## config.mk

```make
export PLATFORM = sky130hd
export DESIGN_NAME = pio_bank
export DESIGN_NICKNAME = d
export VERILOG_FILES = /design/src/rtl/pio_bank_pkg.sv /design/src/rtl/pio_debounce.sv /design/src/rtl/pio_bank.sv
export SDC_FILE = /design/constraint.sdc
export NUM_CORES = 1
export LEC_CHECK = 0
export ABC_AREA = 0
export ABC_CLOCK_PERIOD_IN_PS = 20700
export CORE_MARGIN = 2
export CORE_UTILIZATION = 35
export CTS_CLUSTER_SIZE = 25
export DETAILED_ROUTE_END_ITERATION = 6
export HOLD_SLACK_MARGIN = 0.03
export SLEW_MARGIN = 0
export SYNTH_ARGS = -nofsm -noshare
export SYNTH_HDL_FRONTEND = slang
export SYNTH_SLANG_ARGS = --single-unit
```

## constraint.sdc

```tcl
create_clock -name clk -period 20.7 [get_ports clk]
set_input_delay 4.14 -clock clk [delete_from_list [all_inputs] [get_ports clk]]
set_output_delay 4.14 -clock clk [all_outputs]
set_load 0.05 [all_outputs]
```

## src/rtl/pio_bank_pkg.sv

```systemverilog
`default_nettype none
// ============================================================================
//  Module      : pio_bank_pkg
//  Description : Shared register map and default channel direction mask for
//                the pio_bank parallel I/O block.
//  Revision    : 1.0 - initial release
// ============================================================================
package pio_bank_pkg;

    // Per-channel register index, taken from avs_address[1:0]
    typedef enum logic [1:0] {
        REG_DATA     = 2'd0,
        REG_IRQ_MASK = 2'd1,
        REG_EDGE_CAP = 2'd2,
        REG_RSVD     = 2'd3
    } pio_reg_e;

    // Upper bound on channel count; the direction mask is sized to it
    localparam int unsigned PIO_MAX_CH = 16;

    // Channels 0,1,2,5,6 are outputs; channels 3,4 are inputs
    localparam logic [PIO_MAX_CH-1:0] PIO_DIR_MASK_DEFAULT = 16'b0000_0000_0110_0111;

endpackage : pio_bank_pkg
`default_nettype wire

```

## src/rtl/pio_debounce.sv

```systemverilog
`default_nettype none
// ============================================================================
//  Module      : pio_debounce
//  Description : Two-flop synchronizer followed by a word-wide debouncer.
//                A new input word is accepted only once the synchronized value
//                has differed from the accepted value for DEB_CYCLES
//                consecutive cycles. With PIO_BANK_DEBOUNCE_EN undefined the
//                counter is omitted and the synchronized value is accepted
//                every cycle.
//  Revision    : 1.0 - initial release
// ============================================================================
module pio_debounce #(
    parameter int unsigned WIDTH      = 32,
    parameter int unsigned DEB_CYCLES = 50000
) (
    input  logic             clk,
    input  logic             reset,
    input  logic [WIDTH-1:0] din_i,
    output logic [WIDTH-1:0] stable_o,
    output logic [WIDTH-1:0] chg_o
);

    logic [WIDTH-1:0] sync1_q;
    logic [WIDTH-1:0] sync2_q;
    logic [WIDTH-1:0] stable_q;
    logic [WIDTH-1:0] stable_d;

    // Two-flop synchronizer for the asynchronous pin word
    always_ff @(posedge clk or posedge reset) begin
        if (reset) begin
            sync1_q <= '0;
            sync2_q <= '0;
        end else begin
            sync1_q <= din_i;
            sync2_q <= sync1_q;
        end
    end

`ifdef PIO_BANK_DEBOUNCE_EN
    localparam int unsigned CNT_W = $clog2(DEB_CYCLES);
    localparam logic [CNT_W-1:0] CNT_LAST = CNT_W'(DEB_CYCLES - 1);

    logic [CNT_W-1:0] cnt_q;
    logic [CNT_W-1:0] cnt_d;

    // Count consecutive disagreeing cycles; accept the word on the last one
    always_comb begin
        stable_d = stable_q;
        cnt_d    = cnt_q;
        if (sync2_q == stable_q) begin
            cnt_d = '0;
        end else if (cnt_q == CNT_LAST) begin
            stable_d = sync2_q;
            cnt_d    = '0;
        end else begin
            cnt_d = cnt_q + 1'b1;
        end
    end

    // Debounce counter state
    always_ff @(posedge clk or posedge reset) begin
        if (reset) begin
            cnt_q <= '0;
        end else begin
            cnt_q <= cnt_d;
        end
    end
`else
    // No filtering: the synchronized word is accepted every cycle
    always_comb begin
        stable_d = sync2_q;
    end
`endif

    // Accepted (debounced) value
    always_ff @(posedge clk or posedge reset) begin
        if (reset) begin
            stable_q <= '0;
        end else begin
            stable_q <= stable_d;
        end
    end

    assign stable_o = stable_q;
    // Bits that flip on the coming edge; reset loads are never reported
    assign chg_o    = stable_d ^ stable_q;

endmodule : pio_debounce
`default_nettype wire

```

## src/rtl/pio_bank.sv

```systemverilog
`default_nettype none
// ============================================================================
//  Module      : pio_bank
//  Description : Bank of N_CH parallel I/O channels behind an Avalon-MM slave.
//                Each channel owns four word registers {DATA, IRQ_MASK,
//                EDGE_CAP, reserved}. Output channels drive their DATA
//                register onto pio_out; input channels are synchronized,
//                debounced, edge-captured (W1C) and can raise a level irq.
//                Build option: PIO_BANK_DEBOUNCE_EN enables the debounce
//                counter inside pio_debounce.
//  Revision    : 1.0 - initial release
// ============================================================================
module pio_bank
    import pio_bank_pkg::*;
#(
    parameter int unsigned              N_CH       = 7,
    parameter int unsigned              WIDTH      = 32,
    parameter logic [PIO_MAX_CH-1:0]    DIR_MASK   = PIO_DIR_MASK_DEFAULT,
    parameter int unsigned              DEB_CYCLES = 50000
) (
    input  logic                       clk,
    input  logic                       reset,
    input  logic [$clog2(N_CH)+1:0]    avs_address,
    input  logic                       avs_read,
    input  logic                       avs_write,
    input  logic [31:0]                avs_writedata,
    output logic [31:0]                avs_readdata,
    input  logic [N_CH*WIDTH-1:0]      pio_in,
    output logic [N_CH*WIDTH-1:0]      pio_out,
    output logic                       irq
);

    logic [31:0]      w_ch;
    pio_reg_e         w_reg;
    logic [N_CH-1:0]  w_sel;
    logic [N_CH-1:0]  w_pend;
    logic [N_CH-1:0]  w_unused_in;
    logic [WIDTH-1:0] w_data [N_CH];
    logic [WIDTH-1:0] w_mask [N_CH];
    logic [WIDTH-1:0] w_ecap [N_CH];
    logic [31:0]      w_rd_val;
    logic [31:0]      readdata_q;
    logic             irq_q;

    // Address split: upper bits select the channel, low two the register
    assign w_ch  = 32'(avs_address >> 2);
    assign w_reg = pio_reg_e'(avs_address[1:0]);

    for (genvar i = 0; i < N_CH; i++) begin : g_ch
        // Channel indices at or above N_CH never match, so they are unmapped
        assign w_sel[i] = (w_ch == i);

        if (DIR_MASK[i]) begin : g_out
            logic [WIDTH-1:0] data_q;

            // DATA register, which is also the pin driver
            always_ff @(posedge clk or posedge reset) begin
                if (reset) begin
                    data_q <= '0;
                end else if (avs_write && w_sel[i] && (w_reg == REG_DATA)) begin
                    data_q <= avs_writedata[WIDTH-1:0];
                end
            end

            assign pio_out[i*WIDTH +: WIDTH] = data_q;
            assign w_data[i]      = data_q;
            assign w_mask[i]      = '0;
            assign w_ecap[i]      = '0;
            assign w_pend[i]      = 1'b0;
            assign w_unused_in[i] = |pio_in[i*WIDTH +: WIDTH];
        end else begin : g_in
            logic [WIDTH-1:0] stable;
            logic [WIDTH-1:0] chg;
            logic [WIDTH-1:0] mask_q;
            logic [WIDTH-1:0] ecap_q;
            logic [WIDTH-1:0] ecap_d;

            pio_debounce #(
                .WIDTH      (WIDTH),
                .DEB_CYCLES (DEB_CYCLES)
            ) u_deb (
                .clk      (clk),
                .reset    (reset),
                .din_i    (pio_in[i*WIDTH +: WIDTH]),
                .stable_o (stable),
                .chg_o    (chg)
            );

            // Interrupt mask register
            always_ff @(posedge clk or posedge reset) begin
                if (reset) begin
                    mask_q <= '0;
                end else if (avs_write && w_sel[i] && (w_reg == REG_IRQ_MASK)) begin
                    mask_q <= avs_writedata[WIDTH-1:0];
                end
            end

            // W1C clear first, then OR in new edges so a racing edge survives
            always_comb begin
                ecap_d = ecap_q;
                if (avs_write && w_sel[i] && (w_reg == REG_EDGE_CAP)) begin
                    ecap_d = ecap_q & ~avs_writedata[WIDTH-1:0];
                end
                ecap_d = ecap_d | chg;
            end

            // Sticky edge-capture register
            always_ff @(posedge clk or posedge reset) begin
                if (reset) begin
                    ecap_q <= '0;
                end else begin
                    ecap_q <= ecap_d;
                end
            end

            assign pio_out[i*WIDTH +: WIDTH] = '0;
            assign w_data[i]      = stable;
            assign w_mask[i]      = mask_q;
            assign w_ecap[i]      = ecap_q;
            assign w_pend[i]      = |(ecap_q & mask_q);
            assign w_unused_in[i] = 1'b0;
        end
    end

    // Read mux over current state, so a same-cycle write is not yet visible
    always_comb begin
        w_rd_val = '0;
        for (int c = 0; c < N_CH; c++) begin
            if (w_ch == 32'(c)) begin
                case (w_reg)
                    REG_DATA:     w_rd_val = 32'(w_data[c]);
                    REG_IRQ_MASK: w_rd_val = 32'(w_mask[c]);
                    REG_EDGE_CAP: w_rd_val = 32'(w_ecap[c]);
                    default:      w_rd_val = '0;
                endcase
            end
        end
    end

    // Fixed one-cycle read latency; the bus sees zero between reads
    always_ff @(posedge clk or posedge reset) begin
        if (reset) begin
            readdata_q <= '0;
        end else begin
            readdata_q <= avs_read ? w_rd_val : 32'd0;
        end
    end

    // Registered level interrupt from any enabled captured edge
    always_ff @(posedge clk or posedge reset) begin
        if (reset) begin
            irq_q <= 1'b0;
        end else begin
            irq_q <= |w_pend;
        end
    end

    assign avs_readdata = readdata_q;
    assign irq          = irq_q;

endmodule : pio_bank
`default_nettype wire
```

# Yosys cells after proc, flatten, opt, wreduce, memory -nomap -nowiden
# Cells that the tools add are included.
[totals]
register_bits = 513
latch_bits = 0
ram_bits = 0
rom_bits = 0
in_bits = 265
out_inout_bits = 257
memories = 0
[op_classes]
n_addsub = 0
multipliers = 0
div = 0
order_cmp = 0
eq_ne = 8
shift = 0
muxes = 17
bitwise_logic = 9
n_reduce_logical = 19
[ops]
columns = ["op", "n"]
rows = [
  ["$mux 32", 15],
  ["$pmux 32 s3", 2],
  ["$and 32x32->32", 4],
  ["$or 32x32->32", 2],
  ["$reduce_or 64->1", 1],
  ["$xor 32x32->32", 2],
  ["$logic_not 32->1", 1],
  ["$not 32->32", 1],
  ["$logic_and 1x1->1", 16],
  ["$eq 3x3->1 const B", 3],
  ["$eq 3x2->1 const B", 2],
  ["$eq 3x1->1 const B", 1],
  ["$eq 2x1->1 const B", 1],
  ["$eq 2x2->1 const B", 1],
  ["$logic_not 2->1", 1],
]

# Logic depth before layout (Yosys ltp)
# Gate-level depths: netlist (run 1).
[depth]
word_depth = 10
ltp_mapped = 9
mapped_depth_nobuf = 5

# By module
# Synthesis (run 1) repeated with hierarchy kept, for this count alone.
[hier_totals]
cells_unflattened = 1633
hier_area_um2 = 21361.7
[by_module_without_submodules]
columns = ["module", "instances", "cells_per_inst", "area_each_um2", "seq_area_each_um2"]
rows = [
  ["pio_bank", 1, 1375, 15989.1, 8032.7],
  ["pio_debounce", 2, 129, 2686.3, 2402.3],
]

# Worst setup path before layout (run 1)
# OpenSTA, ideal clock, no wires.
[synth_timing]
path_type = "input-to-reg"
start = "input port avs_address[2]"
end = "register g_ch[4].g_in.mask_q[0]"
arrival_time_ps = 5552
required_ps = 20575
slack_ps = 15024
stages = 8
n_path_buf = 4
cell_sequence = "buf_4 or2_1 buf_2 nor2_1 and3_1 clkbuf_1 buf_4 mux2_2"
[synth_via]
elab_chain_len = 3
[synth_rtl]
columns = ["item", "line", "rtl"]
rows = [
  ["start: declaration", "pio_bank.sv:23", "input logic [$clog2(N_CH)+1:0] avs_address,"],
  ["$eq 3x3->1", "pio_bank.sv:51", "assign w_sel[i] = (w_ch == i);"],
  ["$logic_and 1x1->1 (2 in a row)", "pio_bank.sv:93", "end else if (avs_write && w_sel[i] && (w_reg == REG_IRQ_MASK)) begin"],
  ["end signal: assignment", "pio_bank.sv:94", "mask_q <= avs_writedata[WIDTH-1:0];"],
  ["end: declaration", "pio_bank.sv:74", "logic [WIDTH-1:0] mask_q;"],
]
# Every way passes these cells.
# A chain may end at the register's enable or synchronous reset.

# Worst setup path after layout (run 1)
[layout_timing]
start = "input port avs_address[4]"
end = "register g_ch[2].g_out.data_q[7]"
[layout_via]
elab_chain_len = 3
[layout_rtl]
columns = ["item", "line", "rtl"]
rows = [
  ["$eq 3x2->1", "pio_bank.sv:51", ""],
  ["$logic_and 1x1->1 (2 in a row)", "pio_bank.sv:60", "end else if (avs_write && w_sel[i] && (w_reg == REG_DATA)) begin"],
  ["end signal: assignment", "pio_bank.sv:61", "data_q <= avs_writedata[WIDTH-1:0];"],
  ["end: declaration", "pio_bank.sv:54", "logic [WIDTH-1:0] data_q;"],
]
# Every way passes these cells.

==> results_dict.tcl, run 1 <==
set metrics [dict create \
    status "completed" \
    clock_sinks 513 \
    synth_enable_flop_cells 0 \
    rr_endpoint "irq" \
    worstSetupPathType "in -> reg" \
    postSynthCellCount 1584 \
    placementRows 90 \
    cts_buffer_depth 3 \
    ys_seq_area_share_pct 60.71 \
    synth.largest_area_cell "dfrtp_1" \
    synth_top_family_by_area "multiplexers" \
    slew_viol_final 0 \
    end_kind "flip-flop" \
    n_antenna_cell 0 \
    die_area_sq_um 62390 \
    vdd_drop_max_v 0.00006268 \
    arrival_ns 7.97 \
    cts-root-buf "clkbuf_16" \
    drc 0 \
    grt_pass1_vias 14120 \
    drtAntennaViolNets 0 \
    finalSetupTns_ns 0 \
    tritoncts "yes" \
    cts-buffers-inserted 56 \
    port-buffer-count 297 \
    r2r-start "g_ch[3].g_in.mask_q[19]" \
    synth_cell_types 46 \
    netlist_area_sq_um 21140 \
    yosys-top-cells-area "dfrtp_1 (61%), mux2_2 (10%), mux2i_1 (4.1%)" \
    crit_path_end "g_ch[2].g_out.data_q[7]" \
    synth-seq-cells 513 \
    p_leak_nw 11.47 \
    viasPerCell 5.132 \
    holdWs_ns 0.3417 \
    overflow 0 \
    die_x_um 249.8 \
    async_flop_share_pct 100.0 \
    drt_first_pass_iters 5 \
    vias 13690 \
    dieHeight_um 249.8 \
    path_max_fanout 21 \
    antenna_found_initial 1 \
    first_iter_violations 946 \
    synthXorXnorAreaFrac_pct 2.651 \
    ioPinCount 522 \
    grt_setup_unrepaired "false" \
    synth-compound-area-share_pct 10.87 \
    grt_start_max_net_pins 162 \
    yosys.area_share.adder_pct 0 \
    yosys_most_used_dff "dfrtp_1" \
    clk_latency_ns 0.62 \
    postCtsSetupBuffers 0 \
    final_layout_size_suffix_gt1_share_pct 18.67 \
    area_growth_pct 24.70 \
    finalSetupViolations 0 \
    ff2ff_path_depth 4 \
    hold_violations 0 \
    drt-total-wl_mm 63.03 \
    max_freq_ghz 0.1337 \
    place_hpwl_mm 43.31 \
    startpoint_type "input port" \
    cp.required_ns 21.19 \
    initial_core_util_pct 35.23 \
    layout.nets 2106 \
    synthMuxAreaShare_pct 16.58 \
    maxCapViolCount 0 \
    cts-resized-gates 0 \
    min_path_type "reg -> reg" \
    period_minus_slack_ns 7.481 \
    tightest_slew_ns 1.061 \
    gp_congestion 0.7837 \
    finalCritPeriodShare_pct 36.14 \
    max_slew_margin_pct 29.28 \
    yosys.area_share.simple_pct 4.166 \
    hold_buffers 0 \
    powerDensity_nw_per_um2 108.3 \
    critPathLaunch "avs_address[4]" \
    grt_pass1_wl_mm 93.93 \
    post_drt_wl_per_cell_um 23.63 \
    syn_avg_cell_area_sq_um 13.35 \
    r2r_setup_slack_ns 18.58 \
    finClkSkew_ns 0.01946 \
    core_sq_um 60020 \
    yosysTopAreaCellShare_pct 60.71 \
    path_clk_slew_ns 0.06 \
    htreeDepth 2 \
    grt_usage_pct 20.02 \
    ys_warn_count 0 \
]
critical path, cell delays in order:
cell	delay (ns)
clkdlybuf4s50_1	0.82
inv_2	0.59
and4_1	0.93
nand2_1	0.67
buf_4	0.45
mux2_2	0.32
routing by layer:
layer | part of all wire, % | global-route usage (%)
met2 | 46 | 31.13
met1 | 46 | 28.28
met3 | 5.7 | 3.995
met4 | 2.6 | 5.990
met5 | 0 | 0
power by group:
part	internal, mW	switching, mW
Sequential	1.11	0.0914
Combinational	0.235	0.415
Clock	0.591	0.410
Total	1.94	0.917
synth_stat cells, types with 41 or more instances:
| cell type | number |
|---|---|
| o21ai_0 | 72 |
| buf_4 | 72 |
| clkbuf_1 | 62 |
| xor2_1 | 64 |
| a21oi_1 | 58 |
| dfrtp_1 | 513 |
| mux2i_1 | 87 |
| mux2_2 | 188 |
| nand2_1 | 88 |
| a21o_1 | 82 |
| buf_2 | 41 |
state kept, by name, summed over array words and instances, names as in the netlist:
| register | flops |
|---|---|
| g_ch.g_out.data_q | 160 |
| g_ch.g_in.ecap_q | 64 |
| irq | 1 |
| g_ch.g_in.u_deb.stable_d | 64 |
| g_ch.g_in.mask_q | 64 |
| g_ch.g_in.u_deb.stable_o | 64 |
| g_ch.g_in.u_deb.sync1_q | 64 |
| avs_readdata | 32 |
logic make-up (layout without fill, tap and decap cells):
| logic type | after synthesis | in the layout |
|---|---|---|
| multiplexers | 311 | 311 |
| AO/OA/AOI/OAI | 338 | 338 |
| XOR/XNOR | 64 | 64 |
| AND/OR/NAND/NOR | 169 | 169 |
| other | 1 | 64 |
| flip-flops | 513 | 513 |
| buffers and inverters | 188 | 426 |
cell type report:
type | instances | area, sq um
Sequential cell | 513 | 12840
Clock buffer | 78 | 1645
Fill cell | 5479 | 33650
Inverter | 5 | 26.28
Tap cell | 782 | 978.4
Timing Repair Buffer | 319 | 3138
Multi-Input combinational cell | 946 | 7515
Clock inverter | 24 | 226.5
how the worst min path moves through the flow:
stage | start | depth (start not counted) | to
after floorplan | g_ch[3].g_in.u_deb.sync1_q[0] | 0 | g_ch[3].g_in.u_deb.stable_d[0]
after global routing | g_ch[4].g_in.u_deb.sync1_q[2] | 0 | g_ch[4].g_in.u_deb.stable_d[2]
final | g_ch[3].g_in.u_deb.sync1_q[21] | 0 | g_ch[3].g_in.u_deb.stable_d[21]
after global placement | g_ch[4].g_in.u_deb.sync1_q[8] | 0 | g_ch[4].g_in.u_deb.stable_d[8]
after CTS | g_ch[3].g_in.u_deb.sync1_q[21] | 0 | g_ch[3].g_in.u_deb.stable_d[21]
after detailed placement | g_ch[3].g_in.u_deb.sync1_q[18] | 0 | g_ch[3].g_in.u_deb.stable_d[18]
stage by stage:
| step | cells | setup WS (ns) | cell area (sq um) | util, % | total power [mW] |
|---|---|---|---|---|---|
| floorplan | 1647 | 2.232 | 21380 | - | 1.636 |
| global placement | 2565 | 12.65 | 24490 | 40.81 | 1.864 |
| detailed placement | 2565 | 12.59 | 24490 | 40.81 | 1.875 |
| CTS | 2667 | 13.23 | 26370 | 43.93 | 2.886 |
| global route | 2667 | 13.05 | 26370 | 43.93 | 2.966 |
| finish | 2667 | 13.22 | 26370 | 43.93 | 2.856 |
placed cells by master, fill, tap and decap left out, types with 29 or more instances in the layout:
master           synthesis  routed
dfrtp_1                513     513
clkdlybuf4s50_1          0     294
mux2_2                 188     188
nand2_1                 88      88
mux2i_1                 87      87
a21o_1                  82      82
o21ai_0                 72      72
xor2_1                  64      64
conb_1                   1      64
a21oi_1                 58      58
clkbuf_16                0      57
a221oi_1                30      30
mux2_4                  30      30
nand3b_1                29      29
No activity file was read; power rests on OpenSTA's default activity.
==> run 2: changes to the inputs <==
Settings changed: ABC_CLOCK_PERIOD_IN_PS 20700 to 6800.
Clock period 20.7 ns to 6.8 ns, I/O delays scaled along.
==> run 2 against run 1 <==
Non-clock buffer count is the same. Setup slack got worse by 11 ns. Count of clock-buffer cells in the layout fell by 7. Core utilization fell by 0.060 points. Flip-flop and latch count unchanged. Routed wire length is 0.63% higher. Register-to-register slack lost 14 ns. Sequential share of layout area increased by 0.067 points. Clock skew shrank 0.0023 ns. Final cell count decreased by 0.30%. Largest cell class unchanged. Largest power group unchanged.
==> results_dict.tcl, run 2 (synthesis gave the netlist of run 1 again) <==
set metrics [dict create \
    status "completed" \
    drt-total-wl_mm 63.43 \
    ioPinCount 522 \
    tightest_slew_ns 1.202 \
    period_minus_slack_ns 4.267 \
    finalCritPeriodShare_pct 62.75 \
    p_leak_nw 11.45 \
    cp.required_ns 7.28 \
    htreeDepth 2 \
    drt_first_pass_iters 5 \
    core_sq_um 60020 \
    initial_core_util_pct 35.23 \
    drc 0 \
    hold_violations 0 \
    min_from "g_ch[3].g_in.u_deb.sync1_q[26]" \
    end_kind "flip-flop" \
    total_power_mw 8.673 \
    cts-root-buf "clkbuf_16" \
    dp_slack_ns 1.986 \
    r2r_setup_slack_ns 4.72 \
    finalWorstSetupSlack_ns 2.533 \
    ff2ff_path_depth 4 \
    slew_viol_final 0 \
    antenna_found_initial 4 \
    vias 13690 \
    tritoncts "yes" \
    post_drt_wl_per_cell_um 23.85 \
    grt_start_max_net_pins 177 \
    vdd_drop_max_v 0.0001777 \
    largest_reg_flops 160 \
    finalSetupViolations 0 \
    fill_cells 5436 \
    holdPathEnd "g_ch[3].g_in.u_deb.stable_d[26]" \
    min_path_type "reg -> reg" \
    gp_congestion 0.8099 \
    finClkSkew_ns 0.01715 \
    overflow 0 \
    port-buffer-count 297 \
    fin_util_pct 43.87 \
    area_growth_pct 24.53 \
    layout_common_cells "dfrtp_1 (513), clkdlybuf4s50_1 (294), mux2_2 (188)" \
    r2r-start "g_ch[3].g_in.mask_q[13]" \
    placementRows 90 \
    path_clk_slew_ns 0.06 \
    die_x_um 249.8 \
    cts-buffers-inserted 51 \
    cts-resized-gates 0 \
    first_iter_violations 945 \
    postCtsSetupBuffers 0 \
    largest_register "g_ch.g_out.data_q" \
    final_layout_size_suffix_gt1_share_pct 18.24 \
    hold_buffers 0 \
    hold_depth 0 \
    clk_latency_ns 0.60 \
    grt_setup_unrepaired "false" \
    powerDensity_nw_per_um2 329.4 \
    grt_usage_pct 20.12 \
    dieHeight_um 249.8 \
    maxCapViolCount 0 \
    clock_sinks 513 \
    viasPerCell 5.147 \
    cts_buffer_depth 3 \
    max_slew_margin_pct 19.90 \
    layout.nets 2101 \
    grt_pass1_wl_mm 93.86 \
    final_common_cell "dfrtp_1" \
    rr_endpoint "irq" \
    die_area_sq_um 62390 \
    seq_area_sq_um 12840 \
    drtAntennaViolNets 0 \
    startpoint_type "input port" \
    path_max_fanout 15 \
    worstSetupPathType "in -> reg" \
    max_freq_ghz 0.2344 \
    place_hpwl_mm 43.28 \
    arrival_ns 4.75 \
    multi_input_area_sq_um 7517 \
    grt_pass1_vias 13950 \
]
[run 2: cell types whose count changed in the layout (fill, tap and decap cells not counted), moves of 3 or more]
cell / delta
clkinvlp_4: -4
clkbuf_8: -3
clkbuf_16: -5
bufinv_16: +5
[run 2: metrics by stage]
step,hold slack [ns],instance area [sq um],std cells,setup TNS [ns]
floorplan,0.3312,21380,1647,-783.00
global placement,0.3349,24520,2565,0
detailed placement,0.3347,24520,2565,0
CTS,0.3483,26330,2657,0
global route,0.3506,26330,2658,0
finish,0.3444,26330,2659,0
[run 2: worst max-delay path by stage]
stage                               from  slack (ns)  cells past startpoint                        to
after floorplan                    reset       -1.53                      1           avs_readdata[0]
final                     avs_address[3]        2.53                      7          avs_readdata[26]
after global routing      avs_address[0]        2.45                      6  g_ch[6].g_out.data_q[20]
after global placement    avs_address[3]        1.99                      7          avs_readdata[26]
after detailed placement  avs_address[0]        1.99                      6  g_ch[6].g_out.data_q[19]
after CTS                 avs_address[3]        2.62                      7          avs_readdata[26]
[run 2: critical path, stage by stage]
cell             delay [ns]
clkdlybuf4s50_1        0.92
nor2b_1                0.79
nand2_2                0.33
nand2_1                0.66
buf_4                  0.37
a211oi_1               0.10
a21o_1                 0.20
[run 2: area by class of cell]
cell class	instances	area share (%)
multi-input cells	946	28.55
well taps	782	3.716
repair buffers	319	12.01
inverters	5	0.08553
flip-flops and latches	513	48.75
diodes	2	0.01901
clock buffers	71	5.631
clock inverters	21	1.231
[run 2: routing by layer]
metal / vias up / GRT usage [%] / routed length (um)
met1: 7141 / 28.35 / 28780
met2: 431 / 31.07 / 29030
met3: 110 / 3.609 / 3598
met5: - / 0 / 13
li1: 6003 / - / -
met4: 2 / 7.401 / 2008
[run 2: report_power, final]
| group | switching [mW] | total, mW | internal [mW] | leakage [nW] |
|---|---|---|---|---|
| Clock | 1.20 | 3.03 | 1.82 | 0.897 |
| Sequential | 0.274 | 3.66 | 3.39 | 6.11 |
| Combinational | 1.27 | 1.99 | 0.718 | 4.45 |
| Total | 2.75 | 8.67 | 5.93 | 11.5 |
==> run 3: changes to the inputs <==
Settings changed: ABC_CLOCK_PERIOD_IN_PS 6800 to 3650.
Clock period 6.8 ns to 3.65 ns, I/O delays scaled along.
==> run 3 against run 2 <==
Non-clock buffer count increased by 32. Clock power increased by 88%. Cell area increased by 1.3%. Setup slack got worse by 1.5 ns. Hold slack improved by 0.0025 ns. Clock skew decreased by 0.0054 ns. Final cell count increased by 1.4%.
==> results_dict.tcl, run 3 (synthesis gave the netlist of run 1 again) <==
set metrics [dict create \
    core_sq_um 60020 \
    finalSetupTns_ns 0 \
    finalSetupViolations 0 \
    finalCritPeriodShare_pct 71.84 \
    placementRows 90 \
    worstSetupPathType "reg -> out" \
    arrival_ns 1.89 \
    min_path_type "reg -> reg" \
    drtAntennaViolNets 0 \
    dp_cells 2597 \
    grt_setup_unrepaired "false" \
    drc 0 \
    antenna_found_initial 3 \
    dp_slack_ns 0.4575 \
    vias 13820 \
    r2r_setup_slack_ns 1.59 \
    rr_endpoint "irq" \
    path_max_fanout 3 \
    grt_pass1_wl_mm 94.50 \
    grt_use_met3_pct 3.118 \
    dpl_cell_area_sq_um 24830 \
    p_leak_nw 11.63 \
    hold_violations 0 \
    dieHeight_um 249.8 \
    cp.required_ns 2.92 \
    end_kind "primary output" \
    critPathBufInv 1 \
    powerDensity_nw_per_um2 608.7 \
    overflow 0 \
    grt_start_max_net_pins 115 \
    grt_pass1_vias 14250 \
    fin_util_pct 44.45 \
    total_power_mw 16.24 \
    final_cells 2696 \
    layout_common_cells "dfrtp_1 (513), clkdlybuf4s50_1 (294), mux2_2 (188)" \
    crit_family "buffers and inverters" \
    hold_depth 0 \
    fill_cells 5424 \
    holdPathEnd "g_ch[4].g_in.u_deb.stable_d[15]" \
    max_slew_margin_pct 51.53 \
    die_x_um 249.8 \
    startpoint_type "flip-flop" \
    slowest_stage "clkdlybuf4s50_1" \
    cts-root-buf "clkbuf_16" \
    finalWorstSetupSlack_ns 1.028 \
    slew_viol_final 0 \
    min_from "g_ch[4].g_in.u_deb.sync1_q[15]" \
    hold_buffers 0 \
    grt.busiest_layer "met2" \
    grt_usage_pct 20.05 \
    ff2ff_path_depth 4 \
    tritoncts "yes" \
    port-buffer-count 297 \
    use_met1_pct 28.32 \
    path_clk_slew_ns 0.06 \
    die_area_sq_um 62390 \
    area_growth_pct 26.18 \
    final_layout_size_suffix_gt1_share_pct 19.97 \
    design_area_sq_um 26680 \
    cts-buffers-inserted 53 \
    drt_first_pass_iters 5 \
    postCtsSetupBuffers 0 \
    layout.nets 2135 \
    place_hpwl_mm 44.57 \
    largest_register "g_ch.g_out.data_q" \
    drt-total-wl_mm 63.19 \
    finClkSkew_ns 0.01180 \
    clock_sinks 513 \
    final_common_cell "dfrtp_1" \
    maxCapViolCount 0 \
    gp_congestion 0.8181 \
    holdWs_ns 0.3469 \
    post_drt_wl_per_cell_um 23.44 \
    met2_usage_pct 32.18 \
    htreeDepth 2 \
    first_iter_violations 776 \
    crit_chain "clkdlybuf4s50_1" \
    initial_core_util_pct 35.23 \
    period_minus_slack_ns 2.622 \
    tightest_slew_ns 0.7270 \
    clk_latency_ns 0.60 \
    largest_reg_flops 160 \
    vdd_drop_max_v 0.0003318 \
    cpPeakStageDelay_ns 0.84 \
    cts-resized-gates 0 \
    max_freq_ghz 0.3814 \
    r2r-start "g_ch[3].g_in.mask_q[13]" \
    status "completed" \
    viasPerCell 5.126 \
    ioPinCount 522 \
    cts_buffer_depth 3 \
]
[run 3: final cells by class]
cell class	instances	area (sq um)	share of cell area (%)
Clock inverter	31	365.4	1.369
Sequential cell	513	12840	48.12
Antenna cell	1	2.502	0.009380
Timing Repair Buffer	351	3478	13.04
Multi-Input combinational cell	946	7515	28.17
Inverter	5	22.52	0.08442
Clock buffer	67	1480	5.548
Tap cell	782	978.4	3.667
[run 3: worst max path at each step]
stage,from,end,cells past startpoint
2_1_floorplan,reset,avs_readdata[0],1
3_3_place_gp,avs_address[3],avs_readdata[26],8
3_5_place_dp,avs_address[3],avs_readdata[26],8
4_1_cts,g_ch[5].g_out.data_q[0],pio_out[160],1
5_1_grt,g_ch[0].g_out.data_q[9],pio_out[9],1
6_report,g_ch[0].g_out.data_q[9],pio_out[9],1
[run 3: routing by layer]
layer  part of all wire, %  wire length [um]
met1                    46             28780
met2                    47             29690
met3                   5.1              3235
met4                   2.4              1486
met5                     0                 0
[run 3: where the power goes]
part | internal [mW] | total (mW) | switching [mW]
clock | 3.37 | 5.69 | 2.32
combinational | 1.36 | 3.73 | 2.37
sequential | 6.31 | 6.82 | 0.514
